### src/rtl/trap_seq_pkg.sv
// Shared CSR definitions for the trap sequencer: CSR layouts, privilege and
// state encodings, CSR addresses and the interrupt priority table.
package trap_seq_pkg;

   typedef logic [5:0]  exc_code_t;
   typedef logic [63:0] csr_ip_t;

   typedef struct packed {
      logic [50:0] rsvd_hi;
      logic [1:0]  mpp;
      logic [2:0]  rsvd_mid;
      logic        mpie;
      logic [2:0]  rsvd_lo2;
      logic        mie;
      logic [2:0]  rsvd_lo;
   } csr_status_t;

   typedef enum logic [1:0] {
      TVEC_DIRECT   = 2'd0,
      TVEC_VECTORED = 2'd1
   } tvec_mode_t;

   typedef struct packed {
      logic [61:0] base;
      tvec_mode_t  mode;
   } csr_tvec_t;

   typedef struct packed {
      logic        irq;
      logic [62:0] code;
   } csr_cause_t;

   typedef enum logic [1:0] {
      PRIV_U = 2'b00,
      PRIV_S = 2'b01,
      PRIV_M = 2'b11
   } priv_t;

   typedef enum logic [1:0] {
      CSR_OP_READ  = 2'd0,
      CSR_OP_WRITE = 2'd1,
      CSR_OP_SET   = 2'd2,
      CSR_OP_CLEAR = 2'd3
   } csr_op_t;

   typedef enum logic [2:0] {
      IDLE,
      W_EPC,
      W_CAUSE,
      W_TVAL,
      W_STATUS,
      M_STATUS,
      REDIRECT
   } state_t;

   localparam logic [11:0] CSR_MSTATUS = 12'h300;
   localparam logic [11:0] CSR_MEPC    = 12'h341;
   localparam logic [11:0] CSR_MCAUSE  = 12'h342;
   localparam logic [11:0] CSR_MTVAL   = 12'h343;

   // Highest priority first: MEI, MSI, MTI, SEI, SSI, STI.
   localparam int unsigned INT_PRIO_N = 6;
   localparam exc_code_t INT_PRIO [INT_PRIO_N] = '{6'd11, 6'd3, 6'd7, 6'd9, 6'd1, 6'd5};

endpackage

### src/rtl/trap_seq_if.sv
// Sequential CSR write port driven by the trap sequencer into the CSR file.
interface csr_bus;
   import trap_seq_pkg::*;

   logic        csr_en;
   csr_op_t     op;
   logic [11:0] addr;
   logic [63:0] wdata;
   logic        trap_ill;

   modport master (output csr_en, op, addr, wdata, input trap_ill);
   modport slave  (input csr_en, op, addr, wdata, output trap_ill);

endinterface

### src/rtl/trap_seq_prio.sv
// Fixed-priority interrupt encoder: pending vector -> valid + cause code.
module int_prio_enc
   import trap_seq_pkg::*;
(
   input  csr_ip_t   pend,
   output logic      valid,
   output exc_code_t code
);

   // Walk lowest priority first so the highest pending entry is the last writer.
   always_comb begin
      valid = 1'b0;
      code  = '0;
      for (int unsigned i = 0; i < INT_PRIO_N; i++) begin
         if (pend[INT_PRIO[INT_PRIO_N - 1 - i]]) begin
            valid = 1'b1;
            code  = INT_PRIO[INT_PRIO_N - 1 - i];
         end
      end
   end

   logic unused_pend;
   assign unused_pend = ^{pend[63:12], pend[10], pend[8], pend[6], pend[4], pend[2], pend[0]};

endmodule

### src/rtl/trap_seq.sv
// Machine-mode trap/MRET sequencer: accepts one exception, interrupt or MRET,
// writes the trap CSRs one per cycle, then issues a single fetch redirect.
module trap_seq
   import trap_seq_pkg::*;
(
   input  logic        clk,
   input  logic        rst,
   input  logic        exc_valid,
   input  exc_code_t   exc_code,
   input  logic [63:0] exc_tval,
   input  logic [63:0] exc_pc,
   input  logic        mret_valid,
   input  logic        int_pending,
   input  csr_status_t mstatus_q,
   input  csr_tvec_t   mtvec_q,
   input  csr_ip_t     mie_q,
   input  csr_ip_t     mip_q,
   input  logic [63:0] mepc_q,
   csr_bus.master      csr,
   output logic        busy,
   output logic        redirect_valid,
   output logic [63:0] redirect_pc,
   output logic [1:0]  priv
);

   state_t      state_q, state_d;
   priv_t       priv_q, priv_d;
   csr_cause_t  cause_q, cause_d;
   logic [63:0] tval_q, tval_d;
   logic [63:0] pc_q, pc_d;
   logic        mret_q, mret_d;

   csr_ip_t     int_vec;
   logic        int_valid;
   exc_code_t   int_code;
   logic        int_take;
   csr_status_t status_trap;
   csr_status_t status_mret;
   logic [63:0] trap_target;

   assign int_vec = mip_q & mie_q;

   int_prio_enc u_prio (
      .pend  (int_vec),
      .valid (int_valid),
      .code  (int_code)
   );

   // Interrupts below M are always enabled; in M they need mstatus.mie.
   assign int_take = int_valid && int_pending && ((priv_q != PRIV_M) || mstatus_q.mie);

   always_comb begin
      status_trap      = mstatus_q;
      status_trap.mpie = mstatus_q.mie;
      status_trap.mie  = 1'b0;
      status_trap.mpp  = priv_q;

      status_mret      = mstatus_q;
      status_mret.mie  = mstatus_q.mpie;
      status_mret.mpie = 1'b1;
      status_mret.mpp  = PRIV_U;

      trap_target = {mtvec_q.base, 2'b00};
      if (mtvec_q.mode == TVEC_VECTORED && cause_q.irq)
         trap_target = trap_target + ({1'b0, cause_q.code} << 2);
   end

   always_comb begin
      state_d        = state_q;
      priv_d         = priv_q;
      cause_d        = cause_q;
      tval_d         = tval_q;
      pc_d           = pc_q;
      mret_d         = mret_q;
      csr.csr_en     = 1'b0;
      csr.op         = CSR_OP_WRITE;
      csr.addr       = '0;
      csr.wdata      = '0;
      redirect_valid = 1'b0;
      redirect_pc    = '0;

      unique case (state_q)
         IDLE: begin
            if (exc_valid) begin
               cause_d.irq  = 1'b0;
               cause_d.code = 63'(exc_code);
               tval_d       = exc_tval;
               pc_d         = exc_pc;
               mret_d       = 1'b0;
               state_d      = W_EPC;
            end else if (int_take) begin
               cause_d.irq  = 1'b1;
               cause_d.code = 63'(int_code);
               tval_d       = '0;
               pc_d         = exc_pc;
               mret_d       = 1'b0;
               state_d      = W_EPC;
            end else if (mret_valid) begin
               mret_d  = 1'b1;
               state_d = M_STATUS;
            end
         end
         W_EPC: begin
            csr.csr_en = 1'b1;
            csr.addr   = CSR_MEPC;
            csr.wdata  = {pc_q[63:1], 1'b0};
            state_d    = W_CAUSE;
         end
         W_CAUSE: begin
            csr.csr_en = 1'b1;
            csr.addr   = CSR_MCAUSE;
            csr.wdata  = cause_q;
            state_d    = W_TVAL;
         end
         W_TVAL: begin
            csr.csr_en = 1'b1;
            csr.addr   = CSR_MTVAL;
            csr.wdata  = tval_q;
            state_d    = W_STATUS;
         end
         W_STATUS: begin
            csr.csr_en = 1'b1;
            csr.addr   = CSR_MSTATUS;
            csr.wdata  = status_trap;
            priv_d     = PRIV_M;
            state_d    = REDIRECT;
         end
         M_STATUS: begin
            csr.csr_en = 1'b1;
            csr.addr   = CSR_MSTATUS;
            csr.wdata  = status_mret;
            priv_d     = priv_t'(mstatus_q.mpp);
            state_d    = REDIRECT;
         end
         REDIRECT: begin
            redirect_valid = 1'b1;
            redirect_pc    = mret_q ? mepc_q : trap_target;
            state_d        = IDLE;
         end
         default: state_d = IDLE;
      endcase
   end

   always_ff @(posedge clk) begin
      if (rst) begin
         state_q <= IDLE;
         priv_q  <= PRIV_M;
         cause_q <= '0;
         tval_q  <= '0;
         pc_q    <= '0;
         mret_q  <= 1'b0;
      end else begin
         state_q <= state_d;
         priv_q  <= priv_d;
         cause_q <= cause_d;
         tval_q  <= tval_d;
         pc_q    <= pc_d;
         mret_q  <= mret_d;
      end
   end

   assign busy = (state_q != IDLE);
   assign priv = priv_q;

   logic unused_trap_ill;
   assign unused_trap_ill = csr.trap_ill;

endmodule
### src/flat_wrapper.sv
// flat-port wrapper written by rule: the top's interface ports become plain ports
module trap_seq_flat import trap_seq_pkg::*;
  (clk, rst, exc_valid, exc_code, exc_tval, exc_pc, mret_valid, int_pending, mstatus_q, mtvec_q, mie_q, mip_q, mepc_q, busy, redirect_valid, redirect_pc, priv, csr_csr_en, csr_op, csr_addr, csr_wdata, csr_trap_ill);
  csr_bus csr_i ();
  input  logic clk;
  input  logic rst;
  input  logic exc_valid;
  input  exc_code_t exc_code;
  input  logic [63:0] exc_tval;
  input  logic [63:0] exc_pc;
  input  logic mret_valid;
  input  logic int_pending;
  input  csr_status_t mstatus_q;
  input  csr_tvec_t mtvec_q;
  input  csr_ip_t mie_q;
  input  csr_ip_t mip_q;
  input  logic [63:0] mepc_q;
  output logic busy;
  output logic redirect_valid;
  output logic [63:0] redirect_pc;
  output logic [1:0] priv;
  output wire logic [$bits(csr_i.csr_en)-1:0] csr_csr_en;
  output wire logic [$bits(csr_i.op)-1:0] csr_op;
  output wire logic [$bits(csr_i.addr)-1:0] csr_addr;
  output wire logic [$bits(csr_i.wdata)-1:0] csr_wdata;
  input wire logic [$bits(csr_i.trap_ill)-1:0] csr_trap_ill;
  assign csr_csr_en = csr_i.csr_en;
  assign csr_op = csr_i.op;
  assign csr_addr = csr_i.addr;
  assign csr_wdata = csr_i.wdata;
  assign csr_i.trap_ill = csr_trap_ill;
  trap_seq u_core (.clk(clk), .rst(rst), .exc_valid(exc_valid), .exc_code(exc_code), .exc_tval(exc_tval), .exc_pc(exc_pc), .mret_valid(mret_valid), .int_pending(int_pending), .mstatus_q(mstatus_q), .mtvec_q(mtvec_q), .mie_q(mie_q), .mip_q(mip_q), .mepc_q(mepc_q), .csr(csr_i), .busy(busy), .redirect_valid(redirect_valid), .redirect_pc(redirect_pc), .priv(priv));
endmodule
### config.mk
export PLATFORM = sky130hd
export DESIGN_NAME = trap_seq_flat
export DESIGN_NICKNAME = d
export VERILOG_FILES = /design/src/rtl/trap_seq_pkg.sv /design/src/rtl/trap_seq_if.sv /design/src/rtl/trap_seq_prio.sv /design/src/rtl/trap_seq.sv /design/src/flat_wrapper.sv
export SDC_FILE = /design/constraint.sdc
export NUM_CORES = 1
export LEC_CHECK = 0
export ABC_AREA = 1
export CAP_MARGIN = 20
export CORE_AREA = 2 2 234 236
export DETAILED_ROUTE_END_ITERATION = 8
export DIE_AREA = 0 0 236 238
export HOLD_SLACK_MARGIN = 0.02
export PLACE_DENSITY_LB_ADDON = 0.12
export RECOVER_POWER = 25
export SYNTH_ARGS = -nofsm -noshare
export SYNTH_HDL_FRONTEND = slang
export SYNTH_SLANG_ARGS = --single-unit
### constraint.sdc
create_clock -name clk -period 2.9 [get_ports clk]
set_clock_uncertainty 0.05 [all_clocks]
set_input_delay 0.435 -clock clk [delete_from_list [all_inputs] [get_ports clk]]
set_output_delay 0.435 -clock clk [all_outputs]
set_load 0.02 [all_outputs]
Word level (Yosys, flattened, before mapping)
Index checks and enable logic that the tools add are counted.
{"block": "op_classes", "n_addsub": 1, "div_mod_pow": 0, "n_reduce_logical": 13, "bitwise": 1, "eq_ne": 9, "muxes": 33, "order_cmp": 0, "shifts": 0, "mul": 0}
{"op": "two-way mux 64 bit", "count": 9}
{"op": "case mux 64 bit (5 select lines)", "count": 1}
{"op": "adder 64 bit", "count": 1}
{"op": "case mux 10 bit (4 select lines)", "count": 1}
{"op": "two-way mux 6 bit", "count": 5}
{"op": "case mux 3 bit (5 select lines)", "count": 1}
{"op": "AND 12 bit", "count": 1}
{"op": "two-way mux 3 bit", "count": 4}
{"op": "two-way mux 1 bit", "count": 11}
{"op": "== test 3 bit (second input constant)", "count": 3}
{"op": "== test 3 x 2 -> 1 bit (second input constant)", "count": 2}
{"op": "nonzero test 3 bit", "count": 2}
{"op": "OR reduction 5 bit", "count": 1}
{"op": "!= test 4 x 3 -> 1 bit (second input constant)", "count": 1}
{"op": "case mux 2 bit (2 select lines)", "count": 1}
{"op": "AND reduction 2 bit", "count": 2}
{"op": "nonzero test 2 bit", "count": 2}
{"op": "== test 3 x 1 -> 1 bit (second input constant)", "count": 1}
{"op": "logical AND 1 bit", "count": 3}
{"op": "zero test 3 bit", "count": 1}
{"op": "== test 2 x 1 -> 1 bit (second input constant)", "count": 1}
{"op": "!= test 2 bit (second input constant)", "count": 1}
{"op": "OR reduction 2 bit", "count": 1}
{"op": "logical OR 1 bit", "count": 1}
{"block": "totals", "inputBits": 460, "latchBits": 0, "wordCells": 64, "romBits": 0, "memories": 0, "ramBits": 0, "ff_bits": 198, "out_inout_bits": 147}

Longest topological paths before layout
Gate-level depths: netlist of run 1.
{"block": "logic_depth", "ltp_word": 12, "mapped_depth": 14, "depth_no_buf": 14}

Modules after synthesis
From an unflattened synthesis of run 1, not the netlist that was laid out.
{"block": "unflattened", "cells_unflattened": 1845, "hier_area_um2": 10566.4}
{"mod": "trap_seq", "area_per_inst_um2": 10486.3, "seq_area_each_um2": 2802.7, "cells_each": 1829, "n_inst": 1}
{"mod": "int_prio_enc", "area_per_inst_um2": 80.1, "seq_area_each_um2": 0.0, "cells_each": 16, "n_inst": 1}

Worst setup path after synthesis of run 1
No wires, ideal clock.
{"block": "synth_path", "path_type": "input-to-output", "from": "input mtvec_q[2] (netlist name)", "to": "output redirect_pc[18]", "setup_slack_ps": 283, "n_path_buf": 0, "arrival_ps": 2132, "required_ps": 2415, "path_stages": 11, "cell_sequence": "ha_1 inv_1 fa_1 inv_1 nand2_2 nand3_2 nand2_1 inv_1 nand3_1 or2_2 a21oi_1"}
{"block": "synth_between", "elab_chain_cells": 4}
{"item": "from (decl)", "line_no": "flat_wrapper.sv:14", "text": "input csr_tvec_t mtvec_q;"}
{"item": "adder 64 bit", "line_no": "trap_seq.sv:65", "text": "trap_target = trap_target + ({1'b0, cause_q.code} << 2);"}
{"item": "two-way mux 64 bit", "line_no": "trap_seq.sv:64", "text": "if (mtvec_q.mode == TVEC_VECTORED && cause_q.irq)"}
{"item": "two-way mux 64 bit", "line_no": "trap_seq.sv:137", "text": "redirect_pc = mret_q ? mepc_q : trap_target;"}
{"item": "two-way mux 64 bit", "line_no": "trap_seq.sv:82", "text": "unique case (state_q)"}
{"item": "to (decl)", "line_no": "flat_wrapper.sv:20", "text": "output logic [63:0] redirect_pc;"}
Every way passes these cells.

Worst setup path after layout of run 1
{"block": "layout_path", "from": "register u_core.cause_q[0] (netlist name)", "to": "output redirect_pc[46]"}
{"block": "layout_between", "elab_chain_cells": 4}
{"item": "from (decl)", "line_no": "trap_seq.sv:28", "text": "csr_cause_t cause_q, cause_d;"}
{"item": "from (signal assigned)", "line_no": "trap_seq.sv:155", "text": "cause_q <= cause_d;"}
{"item": "adder 64 bit", "line_no": "trap_seq.sv:65"}
{"item": "two-way mux 64 bit", "line_no": "trap_seq.sv:64"}
{"item": "two-way mux 64 bit", "line_no": "trap_seq.sv:137"}
{"item": "two-way mux 64 bit", "line_no": "trap_seq.sv:82"}
Every way passes these cells.

==> results by stage, run 1 <==
Worst setup path:
- In this design, the critical path's most frequently occurring cell is sky130_fd_sc_hd__buf_6.
- The largest single stage delay on the critical path is between 0.3 and 0.4 ns.
- The worst setup path is captured at an output pin.
- For the worst setup path, the data required time is approximately 2.4 ns.
- The highest net fanout along the worst path is 4.
- The kind of critical path is reg -> out.
- The worst register-to-register path has a setup slack of approximately 0.54 ns.
- STA classifies the critical path startpoint as a flop.
- The top cell family by delay on the critical path is buffers and inverters.
- Counting both buffers and inverters, the worst setup path holds a total of 7.
- The critical path goes through ha_4, inv_2, fa_2, inv_2, nand2_2, nand3_4, buf_4, and2_4, buf_6, buf_6, nand2_2, a21oi_2, o21ai_1, nand2_1, inv_1, buf_6.
- The arrival time at the worst endpoint is roughly 2.5 ns.
- The slowest stage of the critical path is the sky130_fd_sc_hd__dfxtp_4 cell.

STA:
- After layout, the minimum clock period comes to around 3.0 ns.
- The slew at the pin closest to its max-slew limit is just over 0.9 ns.
- Final hold analysis gives a worst-case slack of approximately 0.4 ns.
- The total count of hold-check failures in the final report is 0.
- The worst pin sits at a relative slew slack of a little under two fifths.
- Setup violations remaining at the end of the flow were counted as 28.
- Setup total negative slack on the finished layout was measured at -1.35 ns.
- Setup repair after global routing could not meet its margin everywhere.
- The final critical-path setup slack is -0.0854 ns.
- The maximum operating frequency is approximately 330 MHz.
- The final period utilization is 103%.
- The count of final max-slew check failures came to 0.

Placement:
- During placement, the flow inserted port buffers numbering roughly 480.
- OpenSTA, run right after detailed placement, puts the worst setup slack at -1.04 ns.
- The global placer's final weighted congestion is 0.834.
- The HPWL after detailed placement is around 42000 um.

Logic synthesis:
- The post-synthesis cell count is ~1.6k.
- For this run, the number of Yosys warnings is 0.
- After synthesis, the largest family of logic cells by area is simple AND/OR/NAND/NOR gates.
- Summing the areas of all and, or, nand and nor instances in the mapped netlist gives 36.8% of the synthesized area.
- Of the synthesized area, sequential elements account for between 20 and 30%.
- The xor-xnor portion of the synthesized cell area is less than 1%.
- The multiplexer fraction of the synthesized cell area is 0%.
- The number of enable-type register cells in the synthesized netlist is 0.
- After synthesis, the cell types taking the most area are sky130_fd_sc_hd__dfxtp_1 29%, sky130_fd_sc_hd__nand2_1 12%, sky130_fd_sc_hd__nor2_1 12%, sky130_fd_sc_hd__o21ai_0 10%, sky130_fd_sc_hd__inv_1 7.1%.
- The synthesized cell area is between 9000 and 10000 um^2.
- In this run the biggest area consumer among cell types represents between 20% and 30% of the synthesized area.
- The netlist uses between 40 and 50 different library cells.
- In the synthesized netlist, the cells that appear most often are 319 x sky130_fd_sc_hd__nand2_1, 297 x sky130_fd_sc_hd__nor2_1, 197 x sky130_fd_sc_hd__o21ai_0, 183 x sky130_fd_sc_hd__inv_1, 140 x sky130_fd_sc_hd__dfxtp_1.
- Averaged over all synthesized cells, the footprint is around 6.0 um^2.
- sky130_fd_sc_hd__dfxtp_1 takes more of the synthesized area than any other cell.
- The synthesized flop and latch total is between 100 and 150.
- The synthesized netlist devotes 20.3% of its cell area to compound gates.
- Among all flip-flop cells after synthesis, the most frequent one is sky130_fd_sc_hd__dfxtp_1.
- The most common cell in the synthesized netlist is sky130_fd_sc_hd__nand2_1.
- The area share of fa/ha/maj cells after synthesis is less than 1%.
- The share of async-settable or async-resettable flops after synthesis is 0%.

Status:
- The run finished, with violations left.
- The final reports fail on setup timing.

Detailed routing:
- The routed layout has between 10k and 15k vias.
- Dividing the detail-routed wire length by the instance count gives approximately 18 um.
- The starting DRC count in detailed routing is about 520.
- The iteration count of the initial detailed-routing pass is 7.
- The post-detailed-routing wire length is around 54000 um.
- After detailed routing, the number of vias per cell comes to 4.34.
- The number of nets with antenna violations after detailed routing is 0.
- The DRC violation count after routing is 0.

Finish:
- The final net count is approximately 2.7k.
- Counting the fill cells in the layout gives 5882.
- Of the cells placed in the final design, the portion with a size suffix greater than 1 is 24.0%.
- The synthesis-to-layout area growth is 90.0%.

Die:
- The floorplan step set the die height to roughly 240 um.
- The die outline area is ~56000 um^2.
- The placeable core area is around 53000 um^2.
- The horizontal die dimension is approximately 240 um.
- During I/O placement, the number of pins put on the boundary was 607.
- The initial core utilization is ~18%.
- The standard-cell row count is 85.

Clock tree:
- The number of clock buffers added by TritonCTS is 17.
- CTS built an H-tree with a depth of 4.
- For the worst-skew pair, the clock arrives at the later sink with an insertion delay of approximately 0.45 ns.
- Counting along the longest clock path gives a buffer depth of 2.
- The CTS tree is yes.
- The clock edge transition at the registers on the reported setup and hold paths is roughly 0.060 ns.
- Clock tree synthesis found a total of 140 sinks.
- The CTS root buffer is sky130_fd_sc_hd__clkbuf_16.

Global routing:
- The number of antenna violations at the first check in global routing came to 6.
- In the global route stage, overall resource usage came out at a little under a fifth.
- The first global-routing pass estimated about 81000 um of wire.
- The met2 demand-to-capacity share in global routing is roughly a third.
- The routing usage on met1 is 22.9%.
- The number of global-route vias before repair came to between 10k and 15k.
- After global routing, the most crowded layer is met2.
- Entering global routing, the biggest net connects 73 pins.
- The aggregate global routing overflow is 0.
- Global routing consumed, on the met3 layer, under 10% of the routing resources.

Run:
- The reported max-cap violation count is 0.

Power and ir drop:
- Dividing total power by cell area gives a power density of 505 nW/um^2.
- The leakage power is between 8 and 9 nW.
- Across the VDD grid, the largest voltage drop is ~0.42 mV.

Worst hold path:
- The min-delay analysis places its worst path in the category reg -> reg.
## state kept, by name, summed over array words and instances, names as in the netlist
signal / flops
u_core.mret_q: 1
u_core.tval_q: 64
u_core.cause_q: 7
u_core.pc_q: 63
u_core.state_q: 3
u_core.priv: 2
## stage by stage
stage               std cells  util [%]  power (mW)  instance area, um^2
global route             2985      34.3        9.87                18400
floorplan                1629         -        4.58                 9690
CTS                      2977      33.4        9.38                17900
finish                   2989      34.3        9.28                18400
detailed placement       2931      31.4        6.94                16800
global placement         2931      31.4        6.94                16800
## power breakdown
group	leakage, nW	internal [mW]	total (mW)	switching [mW]
logic	6.96	1.85	4.42	2.57
clock network	0.291	1.38	2.33	0.951
registers	1.16	2.33	2.53	0.199
## worst reg2reg max path, cell delays in order (launching register included)
cell	delay, ns
sky130_fd_sc_hd__dfxtp_1	0.35
sky130_fd_sc_hd__nor2_2	0.13
sky130_fd_sc_hd__inv_2	0.06
sky130_fd_sc_hd__nor2_2	0.14
sky130_fd_sc_hd__inv_2	0.08
sky130_fd_sc_hd__a21oi_1	0.26
sky130_fd_sc_hd__clkinv_1	0.19
sky130_fd_sc_hd__nand2_1	0.11
sky130_fd_sc_hd__clkbuf_1	0.66
sky130_fd_sc_hd__o21ai_0	0.17
## repair_timing
action | in CTS | in global routing
setup endpoints to repair | 130 | 79
gates cloned | 1 | 0
hold buffers | 0 | 0
resized for setup | 513 | 165
setup buffers | 14 | 10
pin swaps | 68 | 79
## final timing paths
check / start / to / cells after the start
worst max-delay path: u_core.cause_q[0] / redirect_pc[46] / 16
worst min-delay path: u_core.tval_q[42] / u_core.tval_q[42] / 2
worst max register to register: u_core.state_q[2] / u_core.cause_q[4] / 9
worst min register to register: u_core.tval_q[42] / u_core.tval_q[42] / 2
## cell usage in the layout (no fill, tap or decap), types with 32 or more instances in the layout
master                            instances
sky130_fd_sc_hd__nand3_1                111
sky130_fd_sc_hd__inv_1                  171
sky130_fd_sc_hd__buf_6                   50
sky130_fd_sc_hd__nor2_1                 264
sky130_fd_sc_hd__o21ai_0                167
sky130_fd_sc_hd__nand2_1                270
sky130_fd_sc_hd__a22oi_1                 32
sky130_fd_sc_hd__o211ai_1                34
sky130_fd_sc_hd__buf_4                  215
sky130_fd_sc_hd__o21ai_1                 48
sky130_fd_sc_hd__dlygate4sd2_1           68
sky130_fd_sc_hd__nand2_2                 45
sky130_fd_sc_hd__clkdlybuf4s50_1        317
sky130_fd_sc_hd__dfxtp_1                133
## layer usage
metal  vias to the layer above  routed length [um]
li1                       6596                   -
met1                      5962               23600
met2                       380               25800
met3                        38                4060
met4                         6                 688
met5                         -                  43
## final cells by class
type	instances	area (um^2)	share of cell area [%]
diodes	4	10.0	0.0545
multi-input cells	1203	6470	35.2
inverters	193	728	3.96
clock buffers	20	447	2.43
well taps	696	871	4.74
clock inverters	12	163	0.886
flip-flops and latches	140	2820	15.3
repair buffers	721	6860	37.3
## cell families (layout without fill, tap and decap cells)
family	count (synthesis)	after routing
flops	140	140
compound gates	350	350
buf+inv	286	946
xor+xnor	6	6
fa+ha+maj	7	7
other cells	2	13
simple gates	831	831
No activity file was read; power rests on OpenSTA's default activity.
==> run 2, diff against run 1 <==
Settings changed: GPL_ROUTABILITY_DRIVEN from default to 0.
==> results of run 2 <==
No change in the layout: final DEF, timing and power equal those of run 1.
==> run 3, diff against run 2 <==
Settings changed: PLACE_DENSITY from default to 0.51, PLACE_DENSITY_LB_ADDON 0.12 to default.
==> results by stage, run 3 (synthesis gave the netlist of run 1 again) <==
Status:
- The run finished, with violations left.
- The final reports fail on setup timing.

Global routing:
- The maximum number of pins on one net before global-route repair is 73.
- The total overflow left after global routing is 0.
- For this run, the total global-route usage over all layers was measured as between 10% and 20%.
- The global-route wire length before repair is between 70000 and 80000 um.
- The number of antenna violations at the first check in global routing came to 8.
- The number of global-route vias before repair came to between 10k and 15k.

Clock tree:
- After clock tree synthesis, the clock-pin slew on the worst setup and hold paths is ~0.070 ns.
- The count of H-tree levels built during CTS is 4.
- The tree is rooted in a sky130_fd_sc_hd__clkbuf_16.
- The worst-case clock buffer depth is 2.
- The number of buffers inserted during clock tree synthesis is 17.
- The number of hold buffers added after CTS was 0.
- TritonCTS built the clock tree.
- At the later pin of the worst-skew pair, clock insertion delay measures 0.44 ns.
- The clock drives 140 sinks.

Finish:
- Cells fill between 30% and 40% of the core in the end.
- The library cells used most frequently in the layout, excluding fill and tap cells, are 309 x sky130_fd_sc_hd__clkdlybuf4s50_1, 266 x sky130_fd_sc_hd__nand2_1, 256 x sky130_fd_sc_hd__nor2_1, 197 x sky130_fd_sc_hd__buf_4, 167 x sky130_fd_sc_hd__o21ai_0.
- In the final layout, the share of cells above drive strength 1 is between 20 and 25%.
- The register ranked first by flip-flop count is u_core.tval_q.
- The flip-flop count of the largest register after layout is between 60 and 70.
- The library cell used most frequently in the layout, excluding fill and tap cells, is sky130_fd_sc_hd__clkdlybuf4s50_1.
- In the final layout, the registers with the most flip-flops are u_core.tval_q (64), u_core.pc_q (63), u_core.cause_q (7).
- The final net count is around 2.7k.
- The synthesis-to-layout area growth is 90.5%.

Worst setup path:
- The required time of the critical path is approximately 2.4 ns.
- The largest individual stage delay along the critical path comes from the cell sky130_fd_sc_hd__dfxtp_4.
- Counting both buffers and inverters, the worst setup path holds a total of 5.
- For flop-to-flop paths, the worst setup slack is 0.54 ns.
- The startpoint identified for the worst register-to-register timing path is u_core.state_q[0].
- The worst setup path is launched from a flop.
- The critical path goes through ha_4, inv_2, fa_2, inv_2, nand2_2, nand3_4, buf_6, nand3_4, nor2_4, nand2_2, or2_0, nand3_1, nand2_1, inv_1, buf_6.
- The worst register-to-register path ends at u_core.pc_q[45].
- Along the worst path, the maximum fanout reaches 4.
- The endpoint type of the worst setup path is an output pin.
- Data on the critical path arrives at its endpoint at 2.57 ns.
- The largest single stage delay on the critical path is around 0.37 ns.
- The number of cells on the worst reg-to-reg path is 9.
- The top cell family by delay on the critical path is simple AND/OR/NAND/NOR gates.
- The kind of critical path is reg -> out.

STA:
- Of the available clock period, the critical path in the final layout requires 105%.
- The count of final max-slew check failures is 0.
- The final critical-path setup slack is -0.151 ns.
- For the final routed database, the setup TNS stands at -1.82 ns.
- Headroom to the max-slew limit came out at around 23%.
- For the pin with the worst max-slew slack, the measured transition is about 1.1 ns.
- The time the final worst path needs with I/O delays and setup is a little over 3 ns.
- Static timing analysis puts the maximum clock frequency at between 300 and 400 MHz.
- Setup violations remaining at the end of the flow were counted as 24.
- Setup repair after global routing could not meet its margin everywhere.
- The total count of hold-check failures in the final report is 0.

Detailed routing:
- The starting DRC count in detailed routing is around 670.
- The number of nets with antenna violations after detailed routing is 0.
- The DRC violation count after routing is 0.
- Across all layers, the routed design uses approximately 13k vias.
- The post-detailed-routing wire length is roughly 54000 um.
- The wire length per cell after detailed routing is roughly 18 um.
- The post-detailed-route via-to-cell ratio is ~4.5.
- The iteration count of the initial detailed-routing pass is 5.

Power and ir drop:
- The leakage power is between 8 and 9 nW.
- The power per standard cell area is ~500 nW/um^2.
- The maximum vdd drop is roughly 0.42 mV.

Placement:
- During placement, the flow inserted port buffers numbering 479.
- Timing analysis after detailed placement gives a worst setup slack of -1.04 ns.
- The HPWL after detailed placement is approximately 42000 um.

Die:
- From bottom edge to top edge, the die measures ~240 um.
- The standard-cell row count is 85.
- The die is 236 um wide.
- The number of placed I/O pins is roughly 610.
- The die covers approximately 56000 um^2.
- For this configuration, the core starts out at a cell density of approximately 18%.
- The placeable core area is approximately 53000 um^2.

Worst hold path:
- The worst hold path terminates at u_core.tval_q[50].
- The worst hold path belongs to the class reg -> reg.
- In this run the most critical hold path is launched from u_core.tval_q[50].
- Counting instances, the worst hold path has a depth of 2.

Run:
- The reported max-cap violation count is 0.
## run 3: cell types whose count changed in the layout (fill, tap and decap cells not counted), moves of 7 or more
| cell | before | now |
|---|---|---|
| sky130_fd_sc_hd__buf_6 | 50 | 64 |
| sky130_fd_sc_hd__dlymetal6s2s_1 | 27 | 57 |
| sky130_fd_sc_hd__inv_1 | 171 | 163 |
| sky130_fd_sc_hd__clkdlybuf4s50_1 | 317 | 309 |
| sky130_fd_sc_hd__nand3_1 | 111 | 104 |
| sky130_fd_sc_hd__buf_2 | 11 | 4 |
| sky130_fd_sc_hd__nor2_1 | 264 | 256 |
| sky130_fd_sc_hd__inv_2 | 19 | 26 |
| sky130_fd_sc_hd__dlygate4sd2_1 | 68 | 44 |
| sky130_fd_sc_hd__buf_4 | 215 | 197 |
| sky130_fd_sc_hd__buf_12 | 20 | 12 |
| sky130_fd_sc_hd__nand3_4 | 6 | 14 |
## run 3: layout make-up
| type | count | area, um^2 |
|---|---|---|
| repair buffers | 697 | 6730 |
| inverters | 193 | 733 |
| clock buffers | 20 | 457 |
| clock inverters | 12 | 114 |
| multi-input cells | 1203 | 6670 |
| flip-flops and latches | 140 | 2820 |
| well taps | 696 | 871 |
| diodes | 3 | 7.51 |
| fillers | 5806 | 35100 |
## run 3: power by group
| part | leakage, nW | switching [mW] | internal, mW |
|---|---|---|---|
| combinational | 7.17 | 2.61 | 1.87 |
| sequential | 1.16 | 0.197 | 2.33 |
| clock | 0.275 | 0.931 | 1.23 |
## run 3: how the worst max path moves through the flow
stage	from	to	slack [ns]	cells after the start
2_1_floorplan	mtvec_q[2]	redirect_pc[18]	0.28	11
3_3_place_gp	mtvec_q[2]	redirect_pc[40]	-0.98	15
3_5_place_dp	mtvec_q[2]	redirect_pc[32]	-1.04	14
4_1_cts	u_core.cause_q[0]	redirect_pc[42]	-0.22	15
5_1_grt	u_core.cause_q[0]	redirect_pc[38]	-0.28	15
6_report	u_core.cause_q[0]	redirect_pc[38]	-0.15	15
## run 3: tightest hold or removal path, cell delays in order (launching register included)
cell and delay (ns):
sky130_fd_sc_hd__dfxtp_1 0.30, sky130_fd_sc_hd__inv_1 0.06, sky130_fd_sc_hd__o21ai_1 0.06
## run 3: layer usage
layer / track usage (%) / share of wire [%] / up-vias
met5: 0 / 0.067 / -
met4: 6.87 / 3.0 / 6
met3: 5.24 / 7.6 / 85
met2: 33.2 / 50 / 504
met1: 20.3 / 40 / 6114
li1: - / - / 6521
## run 3: through the flow
stage               cell area (um^2)  std cells  power, mW  hold WS, ns
floorplan                       9690       1629       4.58        0.381
global placement               16500       2909       6.88        0.395
detailed placement             16500       2909       6.89        0.398
CTS                            17500       2949       9.18        0.409
global route                   18400       2963       9.73        0.428
finish                         18400       2964       9.17        0.411
## run 3: what timing repair did
action	CTS	global route
endpoints found under the setup margin	119	104
buffers inserted	8	16
pin swaps	44	104
resized for setup	467	289
